<file path="src/rtl/mem_ctrl.sv">
// Byte-serial controller between the core (fetch unit, load/store buffer) and the 8-bit RAM/IO port.
// Sequences 1/2/4-byte transfers, assembles and extends load data, and pulses a per-requester done.
module mem_ctrl (
  input  logic        clk,
  input  logic        rst,
  input  logic        rdy,
  input  logic        rollback,
  input  logic        ls_en,
  input  logic        ls_load,
  input  logic [31:0] ls_addr,
  input  logic [31:0] ls_data,
  input  logic [2:0]  ls_size,
  input  logic        ls_signed,
  output logic        ls_done,
  output logic [31:0] ls_res,
  input  logic        if_en,
  input  logic [31:0] if_addr,
  output logic        if_done,
  output logic [31:0] if_data,
  input  logic [7:0]  mem_din,
  output logic [7:0]  mem_dout,
  output logic [31:0] mem_a,
  output logic        mem_wr,
  input  logic        io_buffer_full
);

  typedef enum logic [1:0] {IDLE, FETCH, LOAD, STORE} state_t;

  state_t      state_q, state_d;
  logic [31:0] addr_q, addr_d;
  logic [31:0] wdata_q, wdata_d;
  logic [31:0] rbuf_q, rbuf_d;
  logic [2:0]  len_q, len_d;
  logic [2:0]  iss_q, iss_d;
  logic [2:0]  cap_q, cap_d;
  logic        sgn_q, sgn_d;
  logic        vld_p1_q, vld_p1_d;
  logic [1:0]  idx_p1_q, idx_p1_d;
  logic        wr_q, wr_d;
  logic        ls_done_q, ls_done_d;
  logic        if_done_q, if_done_d;
  logic [31:0] ls_res_q, ls_res_d;
  logic [31:0] if_data_q, if_data_d;

  function automatic logic [2:0] norm_size(input logic [2:0] s);
    logic [2:0] n;
    case (s)
      3'd1:    n = 3'd1;
      3'd2:    n = 3'd2;
      default: n = 3'd4;
    endcase
    return n;
  endfunction

  function automatic logic [31:0] put_byte(input logic [31:0] w, input logic [1:0] i,
                                           input logic [7:0] b);
    logic [31:0] r;
    r = w;
    case (i)
      2'd0: r[7:0]   = b;
      2'd1: r[15:8]  = b;
      2'd2: r[23:16] = b;
      default: r[31:24] = b;
    endcase
    return r;
  endfunction

  // Sub-word loads: sign- or zero-extend; the buffer is cleared at accept so high bits are never stale.
  function automatic logic [31:0] extend_load(input logic [31:0] w, input logic [2:0] n,
                                              input logic sgn);
    logic signed [7:0]  b8;
    logic signed [15:0] h16;
    logic signed [31:0] sx;
    logic [31:0]        r;
    b8  = signed'(w[7:0]);
    h16 = signed'(w[15:0]);
    case (n)
      3'd1: begin
        sx = b8;
        r  = sgn ? unsigned'(sx) : {24'd0, w[7:0]};
      end
      3'd2: begin
        sx = h16;
        r  = sgn ? unsigned'(sx) : {16'd0, w[15:0]};
      end
      default: r = w;
    endcase
    return r;
  endfunction

  always_comb begin
    state_d   = state_q;
    addr_d    = addr_q;
    wdata_d   = wdata_q;
    rbuf_d    = rbuf_q;
    len_d     = len_q;
    iss_d     = iss_q;
    cap_d     = cap_q;
    sgn_d     = sgn_q;
    vld_p1_d  = vld_p1_q;
    idx_p1_d  = idx_p1_q;
    wr_d      = wr_q;
    ls_done_d = 1'b0;
    if_done_d = 1'b0;
    ls_res_d  = ls_res_q;
    if_data_d = if_data_q;

    if (!rdy) begin
      // Frozen: a read forgets its in-flight bytes and re-issues from the first uncaptured one.
      if (state_q == FETCH || state_q == LOAD) begin
        iss_d    = cap_q;
        vld_p1_d = 1'b0;
      end
    end else begin
      case (state_q)
        IDLE: begin
          if (!rollback && ls_en) begin
            state_d  = ls_load ? LOAD : STORE;
            addr_d   = ls_addr;
            wdata_d  = ls_data;
            len_d    = norm_size(ls_size);
            sgn_d    = ls_signed;
            iss_d    = 3'd0;
            cap_d    = 3'd0;
            rbuf_d   = 32'd0;
            vld_p1_d = 1'b0;
            wr_d     = !ls_load && !io_buffer_full;
          end else if (!rollback && if_en) begin
            state_d  = FETCH;
            addr_d   = if_addr;
            len_d    = 3'd4;
            sgn_d    = 1'b0;
            iss_d    = 3'd0;
            cap_d    = 3'd0;
            rbuf_d   = 32'd0;
            vld_p1_d = 1'b0;
            wr_d     = 1'b0;
          end
        end

        FETCH, LOAD: begin
          if (rollback) begin
            state_d  = IDLE;
            vld_p1_d = 1'b0;
          end else begin
            // Stage p0 -> p1: the address driven this cycle returns on mem_din next cycle.
            vld_p1_d = (iss_q < len_q);
            idx_p1_d = iss_q[1:0];
            if (iss_q < len_q) iss_d = iss_q + 3'd1;
            // Stage p1: capture the returning byte; the last one completes the access.
            if (vld_p1_q) begin
              cap_d  = cap_q + 3'd1;
              rbuf_d = put_byte(rbuf_q, idx_p1_q, mem_din);
              if (cap_q + 3'd1 == len_q) begin
                state_d  = IDLE;
                vld_p1_d = 1'b0;
                if (state_q == LOAD) begin
                  ls_done_d = 1'b1;
                  ls_res_d  = extend_load(rbuf_d, len_q, sgn_q);
                end else begin
                  if_done_d = 1'b1;
                  if_data_d = rbuf_d;
                end
              end
            end
          end
        end

        STORE: begin
          // Committed stores ignore rollback; a full IO buffer rejects the current byte.
          if (io_buffer_full) begin
            wr_d = 1'b0;
          end else if (!wr_q) begin
            wr_d = 1'b1;
          end else if (iss_q + 3'd1 == len_q) begin
            wr_d      = 1'b0;
            state_d   = IDLE;
            ls_done_d = 1'b1;
          end else begin
            iss_d = iss_q + 3'd1;
          end
        end

        default: state_d = IDLE;
      endcase
    end
  end

  always_ff @(posedge clk) begin
    if (rst) begin
      state_q   <= IDLE;
      addr_q    <= 32'd0;
      wdata_q   <= 32'd0;
      rbuf_q    <= 32'd0;
      len_q     <= 3'd0;
      iss_q     <= 3'd0;
      cap_q     <= 3'd0;
      sgn_q     <= 1'b0;
      vld_p1_q  <= 1'b0;
      idx_p1_q  <= 2'd0;
      wr_q      <= 1'b0;
      ls_done_q <= 1'b0;
      if_done_q <= 1'b0;
      ls_res_q  <= 32'd0;
      if_data_q <= 32'd0;
    end else begin
      state_q   <= state_d;
      addr_q    <= addr_d;
      wdata_q   <= wdata_d;
      rbuf_q    <= rbuf_d;
      len_q     <= len_d;
      iss_q     <= iss_d;
      cap_q     <= cap_d;
      sgn_q     <= sgn_d;
      vld_p1_q  <= vld_p1_d;
      idx_p1_q  <= idx_p1_d;
      wr_q      <= wr_d;
      ls_done_q <= ls_done_d;
      if_done_q <= if_done_d;
      ls_res_q  <= ls_res_d;
      if_data_q <= if_data_d;
    end
  end

  assign mem_a   = addr_q + {29'd0, iss_q};
  assign mem_wr  = wr_q && rdy;
  assign ls_done = ls_done_q;
  assign ls_res  = ls_res_q;
  assign if_done = if_done_q;
  assign if_data = if_data_q;

  always_comb begin
    case (iss_q[1:0])
      2'd0:    mem_dout = wdata_q[7:0];
      2'd1:    mem_dout = wdata_q[15:8];
      2'd2:    mem_dout = wdata_q[23:16];
      default: mem_dout = wdata_q[31:24];
    endcase
  end

endmodule

</file>
<file path="config.mk">
export PLATFORM = sky130hd
export DESIGN_NAME = mem_ctrl
export DESIGN_NICKNAME = d
export VERILOG_FILES = /design/src/rtl/mem_ctrl.sv
export SDC_FILE = /design/constraint.sdc
export NUM_CORES = 1
export LEC_CHECK = 0
export BUFFER_PORTS_ARGS = -buffer_cell sky130_fd_sc_hd__buf_2
export CORE_ASPECT_RATIO = 1.5
export CORE_UTILIZATION = 29
export CTS_CLUSTER_DIAMETER = 200
export DETAILED_ROUTE_END_ITERATION = 8
export SLEW_MARGIN = 10
export SYNTH_ARGS = -nofsm -noshare
export SYNTH_HDL_FRONTEND = slang
export SYNTH_SLANG_ARGS = --single-unit
</file>
<file path="constraint.sdc">
create_clock -name clk -period 3.55 [get_ports clk]
set_input_delay 0.71 -clock clk [delete_from_list [all_inputs] [get_ports clk]]
set_output_delay 0.71 -clock clk [all_outputs]
set_load 0.01 [all_outputs]
</file>
Yosys cells after proc, flatten, opt, wreduce, memory -nomap -nowiden
Cells that the tools add are included.
{"block": "totals", "reg_bits": 178, "output_inout_bits": 107, "memories": 0, "latch_bits": 0, "ramBits": 0, "wordCells": 146, "rom_bits": 0, "in_bits": 116}
{"block": "classes", "magnitude_cmp": 1, "n_mul": 0, "shifts": 0, "n_eq_ne": 28, "muxes": 64, "addsub": 3, "reduce_logical": 29, "bitwise": 6, "n_div": 0}
{"cell": "32-bit two-way mux", "n": 8}
{"cell": "32-bit case mux with 2 select lines", "n": 2}
{"cell": "3-bit two-way mux", "n": 13}
{"cell": "32-bit by 3-bit adder with 32-bit output", "n": 1}
{"cell": "8-bit two-way mux", "n": 4}
{"cell": "3-bit inequality test (second input constant)", "n": 8}
{"cell": "8-bit case mux with 3 select lines", "n": 1}
{"cell": "1-bit two-way mux", "n": 21}
{"cell": "2-bit two-way mux", "n": 8}
{"cell": "3-bit AND reduction", "n": 5}
{"cell": "7-bit AND reduction", "n": 2}
{"cell": "3-bit case mux with 2 select lines", "n": 2}
{"cell": "6-bit AND reduction", "n": 2}
{"cell": "2-bit inequality test (second input constant)", "n": 5}
{"cell": "3-bit case mux with 3 select lines", "n": 1}
{"cell": "2-bit equality test (second input constant)", "n": 4}
{"cell": "2-bit nonzero test", "n": 4}
{"cell": "3-bit by 1-bit adder with 3-bit output (second input constant)", "n": 2}
{"cell": "2-bit by 1-bit equality test with 1-bit output (second input constant)", "n": 3}
{"cell": "3-bit by 1-bit equality test with 1-bit output (second input constant)", "n": 2}
{"cell": "3-bit by 2-bit equality test with 1-bit output (second input constant)", "n": 2}
{"cell": "3-bit equality test", "n": 2}
{"cell": "2-bit zero test", "n": 3}
{"cell": "1-bit NOT", "n": 6}
{"cell": "12 further kinds", "n": 20}

Logic depth before layout (Yosys ltp)
Gate-level depths: netlist (run 1).
{"block": "logic_depth", "word_depth": 7, "ltp_mapped": 11, "mapped_depth_nobuf": 7}

Least setup slack after synthesis (run 1)
OpenSTA, ideal clock, no wires.
{"block": "synth_timing", "path_type": "reg-to-output", "startpoint": "register iss_q[0]", "endpoint": "output mem_a[24]", "slack_ns": 0.615, "n_path_buf": 0, "stages_incl_launch_ff": 8, "arrival_time_ns": 2.225, "required_ns": 2.840, "path_cell_list": "dfxtp_1 -> ha_1 -> fa_1 -> a21oi_1 -> nor4_1 -> nand3_1 -> nor2_1 -> xor2_1"}
{"block": "synth_between", "elab_chain_len": 1}
{"item": "from (decl)", "line": "34", "source": "logic [2:0] iss_q, iss_d;"}
{"item": "from (signal assigned)", "line": "212", "source": "iss_q <= iss_d;"}
{"item": "32-bit by 3-bit adder with 32-bit output", "line": "225", "source": "assign mem_a = addr_q + {29'd0, iss_q};"}
{"item": "to (decl)", "line": "22", "source": "output logic [31:0] mem_a,"}
Every way passes these cells.

Worst setup path after layout (run 1)
{"block": "layout_timing", "startpoint": "register iss_q[0]", "endpoint": "output mem_a[30]"}
The elaborated chain is that of the path after synthesis.

==> results by group, run 1 <==
Layout
  • Nets@finish: 1279
  • Share of layout cells above drive strength 1: 26.1%
  • Layout area overhead: 23.7%
  • Fillers: 2939
  • Fin area: 10400 sq um

Timing
  • Final Cycle Share: 93.2%
  • Final setup violation count: 0
  • Max_slew headroom: 34.8%
  • Worst-Margin Slew: 0.976 ns
  • Setup Skew: 0.0116 ns
  • Setup WS post-layout: 0.241 ns
  • Fin. max-slew vios: 0
  • Final hold viol count: 0
  • Max Fclk: 302 MHz
  • Final worst path period need: 3.31 ns
  • Setup TNS: 0 ns
  • RSZ-0062 raised after global routing: false

Global routing
  • Largest net degree at the start of global routing: 82
  • Vias in the first global route: 7207
  • First-pass GRT wire length: 39100 microns
  • GRT Overall Usage: 16.9%
  • Initial antenna violation count: 2
  • Gr ovfl total: 0

Die
  • FP Rows: 76
  • Core area: 28600 sq um
  • Die extent in y: 211 microns
  • I/O pins: 223
  • Die Area: 29800 sq um
  • Starting utilization of the core area: 29.5%
  • Die W: 141 microns

Power and ir drop
  • Sequential fraction of design power: 47.0%
  • P_int: 3.20 mW
  • Switching share of power: 28.5%
  • Clock power frac: 40.9%
  • Leakage power: 4.17 nW
  • Comb pwr share: 12.1%
  • Net Sw Power: 1.27 mW
  • Pwr/cell area: 428 nW/um^2
  • Peak supply drop: 0.000324 V

Routing
  • Metal2 WL: 12900 microns
  • Drt pass-1 iters: 7
  • Vias: 7488
  • Routed WL: 24800 microns
  • DR WL/cell: 16.0 microns
  • Top Metal Used: met4
  • Initial drt markers: 465
  • WL met3: 968 microns
  • M1 WL: 10400 microns
  • Vias per cell: 4.83
  • Drt drc: 0
  • ANT nets after route: 0

Logic synthesis
  • Post-Synth XOR/XNOR Area: 4.18%
  • Flip-flop and latch count after synthesis: 178
  • Syn Area/Cell: 8.76 sq um
  • Commonest cells in the netlist: 178 x dfxtp_1, 128 x nand2_1, 124 x nor2_1
  • Largest family of logic cells by synthesized area: simple AND/OR/NAND/NOR gates
  • Top cells by area, synth: dfxtp_1 42%, mux2i_1 8.7%, nand2_1 5.7%
  • Synth top area share: 42.3%
  • Post-synth ARST share: 0%
  • Mux share of post-synthesis cell area: 10.9%
  • Syn Nets: 1095
  • Cell with the most instances after synthesis: dfxtp_1
  • Post-Synth Simple-Gate Area: 18.4%
  • Syn. warnings: 0
  • Synth cell types: 63
  • Sequential share of the synthesized area: 42.3%
  • Post-synthesis cell area: 8430 sq um
  • Dominant cell type by area after synthesis: dfxtp_1
  • Cell count after synthesis: 962
  • Compound-Gate Fraction of Synth Area: 16.5%
  • Adder-Cell Fraction of Synth Area: 2.61%
  • Number of flops mapped to enable cells by yosys: 0
  • Ys flop type: dfxtp_1

Clock network
  • CTS resizes: 0
  • Clk sinks: 178
  • CTS max path bufs: 2
  • Total CTS buffers: 17
  • Root buffer cell: clkbuf_16
  • Postcts setup bufs: 0
  • Reg clk slew, reported paths: 0.08 ns
  • Post-CTS Hold Fix Bufs: 0
  • CTS tree: yes
  • Clock Latency Late Sink: 0.43 ns
  • H-tree levels: 4

Run
  • Max-Cap Viols: 0

Placed design
  • PortBufs: 222
  • RePlAce Congestion: 0.845
  • HPWL after DPL: 18100 microns
  • DP Area: 9870 sq um
  • Pre-CTS setup slack: 0.625 ns

Critical path
  • Worst endpoint required time: 2.84 ns
  • Worst path arrival time: 2.60 ns
  • CP max FO: 7
  • CP startpoint kind: flip-flop
  • CP endpoint kind: output port
  • CP Class: reg -> out

Status
  • Status: completed

Worst hold path
  • HP Class: reg -> reg
-- stage by stage --
stage	cells	hold slack (ns)	power [mW]	utilization, %
floorplan	962	0.428	2.47	-
global placement	1517	0.434	2.69	34.5
detailed placement	1517	0.443	2.69	34.5
CTS	1549	0.453	4.56	36.4
global route	1551	0.465	4.68	36.4
finish	1551	0.451	4.47	36.4
-- logic make-up (layout without fill, tap and decap cells) --
group / Yosys count / in the layout
other: 0 / 2
and+or+nand+nor: 349 / 349
buffers and inverters: 95 / 292
muxes: 90 / 90
xor gates and xnor gates: 37 / 37
AOI/OAI and AO/OA: 196 / 196
DFF: 178 / 178
adders and majority gates: 17 / 17
-- state kept, by name (all words and copies together), names as in the netlist --
signal,cells
idx_p1_q,2
len_q,3
wr_q,1
if_done,1
rbuf_q,32
ls_res,32
if_data,32
iss_q,3
sgn_q,1
state_q,2
ls_done,1
wdata_q,32
addr_q,32
cap_q,3
vld_p1_q,1
-- per-layer routing --
layer  global-route usage, %  vias up
li1                        -     3775
met1                    19.6     3533
met2                    30.4      155
met3                    2.99       25
met4                    6.90        0
met5                       0        -
-- final cells by class --
| type | instances | area [sq um] | share of cell area [%] |
|---|---|---|---|
| repair buffers | 237 | 1270 | 12.2 |
| clock buffers | 18 | 429 | 4.11 |
| well taps | 390 | 488 | 4.68 |
| flip-flops and latches | 178 | 3560 | 34.2 |
| diodes | 2 | 5.00 | 0.0480 |
| inverters | 23 | 86.3 | 0.828 |
| clock inverters | 14 | 129 | 1.24 |
| multi-input cells | 689 | 4460 | 42.8 |
-- cells in the final DEF (no fill, tap or decap), drive strengths merged, types with 11 or more instances in the layout --
cell / count
mux2i: 73
a21oi: 73
clkbuf: 18
mux2: 17
dfxtp: 178
xnor2: 22
nor3: 15
xor2: 13
a211oi: 59
buf: 237
nand2: 128
or3: 11
ha: 16
nand3: 27
a311oi: 18
inv: 35
nor2: 125
-- power groups by stage --
stage,sequential [mW],combinational (mW),clock (mW)
global placement,2.14,0.545,0
global route,2.11,0.598,1.98
floorplan,2.13,0.340,0
detailed placement,2.15,0.547,0
CTS,2.10,0.549,1.91
finish,2.10,0.541,1.83
-- worst paths after layout --
path	start	endpoint	depth (start not counted)	slack (ns)
setup / recovery	iss_q[0]	mem_a[30]	9	0.24
hold / removal	rbuf_q[27]	rbuf_q[27]	2	0.45
setup reg to reg	idx_p1_q[0]	ls_res[16]	6	1.09
hold reg to reg	rbuf_q[27]	rbuf_q[27]	2	0.45
-- critical path, stage by stage, from the launching register on --
cell	delay, ns
dfxtp_2	0.36
ha_1	0.21
fa_1	0.40
a21oi_1	0.39
nor4_1	0.10
buf_4	0.18
nand3_1	0.15
nor2_1	0.07
xor2_1	0.15
buf_2	0.15
No activity file was read; power rests on OpenSTA's default activity.
==> inputs of run 2 (changes only) <==
Settings changed: ABC_AREA from default to 1.
==> results by group, run 2 <==
Die
  • Starting utilization of the core area: 29.6%
  • FP Rows: 77
  • Die Area: 30900 sq um
  • Die W: 144 microns
  • Die extent in y: 215 microns
  • I/O pins: 223
  • Core area: 29600 sq um

Logic synthesis
  • Ys flop type: dfxtp_1
  • Cell count after synthesis: 1249
  • Commonest cells in the netlist: 253 x nand2_1, 178 x dfxtp_1, 164 x nor2_1
  • Syn Area/Cell: 7.01 sq um
  • Sequential share of the synthesized area: 40.7%
  • Cell with the most instances after synthesis: nand2_1
  • Post-synth ARST share: 0%
  • Post-synthesis cell area: 8750 sq um
  • Number of flops mapped to enable cells by yosys: 0
  • Syn. warnings: 0
  • Synth cell types: 38
  • Flip-flop and latch count after synthesis: 178
  • Synth top area share: 40.7%
  • Top cells by area, synth: dfxtp_1 41%, nand2_1 11%, o21ai_0 8.9%
  • Syn Nets: 1382
  • Dominant cell type by area after synthesis: dfxtp_1

Critical path
  • R2r endpoint: if_data[8]
  • Buf/Inv on CP: 2
  • CP startpoint: iss_q[0]
  • Worst endpoint required time: 2.84 ns
  • Worst path depth: 8
  • Worst R2R Start: state_q[1]
  • Worst path arrival time: 2.67 ns
  • Delay-heaviest family, CP: simple AND/OR/NAND/NOR gates
  • R2R setup slack: 0.66 ns
  • Worst reg2reg path depth: 10
  • Critical path, cell by cell: ha_1 > fa_1 > a21oi_1 > inv_1 > nand3_1 > nor4_1 > xor2_1 > buf_2
  • CP peak stage delay: 0.52 ns
  • CP max FO: 7
  • CP endpoint kind: output port
  • CP startpoint kind: flip-flop
  • Crit path to: mem_a[10]
  • CP max-delay cell: dfxtp_1
  • CP Class: reg -> out

Routing
  • Initial drt markers: 457
  • ANT nets after route: 0
  • Routed WL: 28400 microns
  • Vias per cell: 4.75
  • Drt drc: 0
  • DR WL/cell: 15.4 microns
  • Vias: 8751
  • Drt pass-1 iters: 5

Timing
  • Final hold viol count: 0
  • Max_slew headroom: 36.8%
  • Final setup violation count: 0
  • Worst-Margin Slew: 0.947 ns
  • Setup TNS: 0 ns
  • Final worst path period need: 3.38 ns
  • Max Fclk: 296 MHz
  • Final Cycle Share: 95.2%
  • Fin. max-slew vios: 0
  • Setup Skew: 0.0160 ns
  • RSZ-0062 raised after global routing: false

Clock network
  • H-tree levels: 4
  • CTS tree: yes
  • CTS max path bufs: 2
  • CTS resizes: 0
  • Total CTS buffers: 17
  • Postcts setup bufs: 0
  • Reg clk slew, reported paths: 0.08 ns
  • Root buffer cell: clkbuf_16
  • Clock Latency Late Sink: 0.45 ns
  • Post-CTS Hold Fix Bufs: 0
  • Clk sinks: 178

Power and ir drop
  • Peak supply drop: 0.000384 V
  • Pwr/cell area: 477 nW/um^2
  • Leakage power: 4.92 nW

Status
  • Status: completed

Worst hold path
  • HP Class: reg -> reg

Placed design
  • RePlAce Congestion: 0.855
  • HPWL after DPL: 21000 microns
  • DP Area: 10200 sq um
  • PortBufs: 222

Layout
  • Fin area: 10800 sq um
  • Most common cell after layout, fill and taps aside: nand2_1
  • Nets@finish: 1565
  • Fillers: 3191
  • Share of layout cells above drive strength 1: 20.8%
  • Final Core Density: 36.5%
  • Layout area overhead: 23.2%
  • Most frequent cells in the layout: 253 x nand2_1, 222 x buf_2, 178 x dfxtp_1

Global routing
  • GRT Overall Usage: 18.7%
  • Gr ovfl total: 0
  • Largest net degree at the start of global routing: 65
  • Initial antenna violation count: 2
  • First-pass GRT wire length: 44200 microns
  • Vias in the first global route: 8161

Run
  • Max-Cap Viols: 0
==> run 2: layout make-up <==
| type | instances | area [sq um] | area share [%] |
|---|---|---|---|
| diodes | 2 | 5.00 | 0.0464 |
| multi-input cells | 907 | 4550 | 42.2 |
| well taps | 395 | 494 | 4.58 |
| inverters | 93 | 349 | 3.24 |
| clock buffers | 17 | 425 | 3.94 |
| flip-flops and latches | 178 | 3560 | 33.0 |
| repair buffers | 235 | 1230 | 11.4 |
| clock inverters | 15 | 166 | 1.54 |
==> run 2: cells by family (layout without fill, tap and decap cells) <==
group / after synthesis / in the layout / share of synthesized area (%)
compound gates: 315 / 315 / 19.0
xor+xnor: 29 / 29 / 2.90
fa+ha+maj: 17 / 17 / 2.52
buf+inv: 164 / 360 / 7.41
flops: 178 / 178 / 40.7
mux: 7 / 7 / 0.801
other cells: 0 / 2 / 0
simple gates: 539 / 539 / 26.6
==> run 2: where the power goes <==
| group | internal [mW] | total, mW | leakage, nW | switching, mW |
|---|---|---|---|---|
| Clock | 0.942 | 1.88 | 0.290 | 0.935 |
| Sequential | 2.13 | 2.24 | 1.45 | 0.107 |
| Combinational | 0.349 | 1.03 | 3.18 | 0.682 |
==> run 2: through the flow <==
stage	hold slack, ns	cells	setup slack (ns)	power, mW
floorplan	0.430	1249	1.11	2.94
global placement	0.435	1808	0.691	3.30
detailed placement	0.438	1808	0.627	3.31
CTS	0.450	1840	0.127	5.21
global route	0.469	1841	0.00401	5.42
finish	0.446	1842	0.172	5.14
==> run 2: worst register-to-register path, delay by kind of cell (launching register included) <==
kind | cells | cell delay (ns)
DFF | 1 | 0.38
buffers and inverters | 3 | 0.71
AOI/OAI and AO/OA | 1 | 0.12
adders and majority gates | 1 | 0.31
and+or+nand+nor | 5 | 1.29
==> run 2: layer usage <==
layer	vias to the layer above	GRT usage [%]	routed length, microns	part of all wire (%)
li1	4486	-	-	-
met3	42	3.36	1170	4.1
met5	-	0	0	0
met4	0	8.83	945	3.3
met2	243	34.4	15200	54
met1	3980	20.3	11000	39
==> run 2: worst min-delay path by stage <==
stage	start	endpoint	slack, ns	cells after the start
2_1_floorplan	rbuf_q[10]	rbuf_q[10]	0.43	2
3_3_place_gp	if_data[5]	if_data[5]	0.43	2
3_5_place_dp	if_data[2]	if_data[2]	0.44	2
4_1_cts	if_data[2]	if_data[2]	0.45	2
5_1_grt	ls_data[6]	wdata_q[6]	0.47	3
6_report	if_data[5]	if_data[5]	0.45	2
==> inputs of run 3 (changes only) <==
Clock period 3.55 ns to 3.1 ns, I/O delays scaled along.
==> results by group, run 3 (synthesized netlist as in run 2, its figures left out) <==
Critical path
  • R2R setup slack: 0.81 ns
  • CP endpoint kind: output port
  • CP Class: reg -> out
  • CP startpoint kind: flip-flop
  • CP max FO: 7
  • Worst path arrival time: 2.37 ns
  • Worst endpoint required time: 2.48 ns

Layout
  • Most frequent cells in the layout: 252 x nand2_1, 222 x buf_2, 177 x dfxtp_1
  • Final Core Density: 36.5%
  • Share of layout cells above drive strength 1: 21.4%
  • # diodes: 0
  • Layout area overhead: 23.5%
  • Most common cell after layout, fill and taps aside: nand2_1
  • Register area: 3560 sq um
  • Non-Filler Instances: 1842
  • Nets@finish: 1567
  • Area occupied by multi-input gates: 4580 sq um
  • Fillers: 3206

Routing
  • Initial drt markers: 565
  • Routed WL: 28300 microns
  • DR WL/cell: 15.4 microns
  • Drt pass-1 iters: 5
  • ANT nets after route: 0
  • Vias: 8884
  • Drt drc: 0
  • Vias per cell: 4.82

Global routing
  • Vias in the first global route: 8228
  • Initial antenna violation count: 0
  • First-pass GRT wire length: 44500 microns
  • Largest net degree at the start of global routing: 72
  • Gr ovfl total: 0
  • GRT Overall Usage: 18.7%

Timing
  • Setup WS post-layout: 0.111 ns
  • Final Cycle Share: 96.4%
  • Max Fclk: 335 MHz
  • Final worst path period need: 2.99 ns
  • Final setup violation count: 0
  • Fin. max-slew vios: 0
  • Final hold viol count: 0
  • Setup Skew: 0.0143 ns
  • Max_slew headroom: 33.9%
  • Worst-Margin Slew: 0.990 ns

Die
  • Core area: 29600 sq um
  • I/O pins: 223
  • Die Area: 30900 sq um
  • Die W: 144 microns
  • FP Rows: 77
  • Starting utilization of the core area: 29.6%
  • Die extent in y: 215 microns

Placed design
  • HPWL after DPL: 20900 microns
  • PortBufs: 222
  • Pre-CTS setup slack: 0.399 ns
  • Post-Place Cells: 1810
  • RePlAce Congestion: 0.904

Clock network
  • CTS tree: yes
  • Clk sinks: 178
  • Reg clk slew, reported paths: 0.08 ns
  • Post-CTS Hold Fix Bufs: 0
  • CTS max path bufs: 2
  • Total CTS buffers: 17
  • H-tree levels: 4
  • Clock Latency Late Sink: 0.44 ns
  • Root buffer cell: clkbuf_16

Power and ir drop
  • Total power: 5.85 mW
  • Pwr/cell area: 542 nW/um^2
  • Leakage power: 4.91 nW
  • Peak supply drop: 0.000384 V

Status
  • Status: completed

Run
  • Max-Cap Viols: 0

Worst hold path
  • HP Class: in -> reg
==> run 3: cell count changes in the layout (fill, tap and decap cells not counted), sizes merged <==
cell,change
buf,+2
bufinv,+1
clkbuf,+5
clkinv,-6
clkinvlp,+2
diode,-2
inv,-2
==> run 3: layer usage <==
metal / up-vias / GRT usage (%) / share of wire (%)
li1: 4484 / - / -
met3: 45 / 3.05 / 4.1
met2: 259 / 33.7 / 52
met5: - / 0 / 0
met1: 4096 / 21.0 / 40
met4: 0 / 8.51 / 3.4
==> run 3: path summary, 6_finish.rpt <==
kind | from | to | depth (start not counted)
worst max-delay path | iss_q[0] | mem_a[30] | 9
worst min-delay path | ls_data[24] | wdata_q[24] | 3
worst max register to register | cap_q[0] | ls_res[19] | 9
worst min register to register | if_data[4] | if_data[4] | 2
==> run 3: per-stage QoR <==
| stage | TNS, ns | hold slack, ns | cell area (sq um) |
|---|---|---|---|
| 3_3_place_gp | 0 | 0.432 | 10200 |
| 6_report | 0 | 0.405 | 10800 |
| 3_5_place_dp | 0 | 0.435 | 10200 |
| 2_1_floorplan | 0 | 0.430 | 8750 |
| 4_1_cts | 0 | 0.392 | 10800 |
| 5_1_grt | -0.000498 | 0.402 | 10800 |
==> run 3: power by group <==
group / leakage [nW] / switching (mW) / internal [mW] / total, mW
clock network: 0.267 / 0.967 / 1.14 / 2.11
logic: 3.20 / 0.779 / 0.408 / 1.19
registers: 1.45 / 0.119 / 2.44 / 2.56
==> run 3: worst max-delay path, cell delays in order (launching register included) <==
cell,delay (ns)
dfxtp_2,0.36
ha_1,0.21
fa_1,0.43
a21oi_1,0.18
inv_1,0.10
nand3_2,0.14
nor2_1,0.09
nand4_1,0.09
xor2_1,0.17
buf_2,0.16
==> run 3: cell type report <==
type | instances | area share, %
multi-input combinational | 907 | 42.4
sequential | 178 | 33.0
timing repair buffer | 237 | 11.7
tap | 395 | 4.57
clock buffer | 22 | 4.20
inverter | 93 | 3.23
clock inverter | 10 | 0.903
==> run 3: what timing repair did <==
| action | 4_1_cts | 5_1_grt |
|---|---|---|
| setup endpoints to repair | 5 | 13 |
| buffers inserted | 0 | 0 |
| hold endpoints to repair | 0 | 0 |
| gates resized for setup | 4 | 7 |
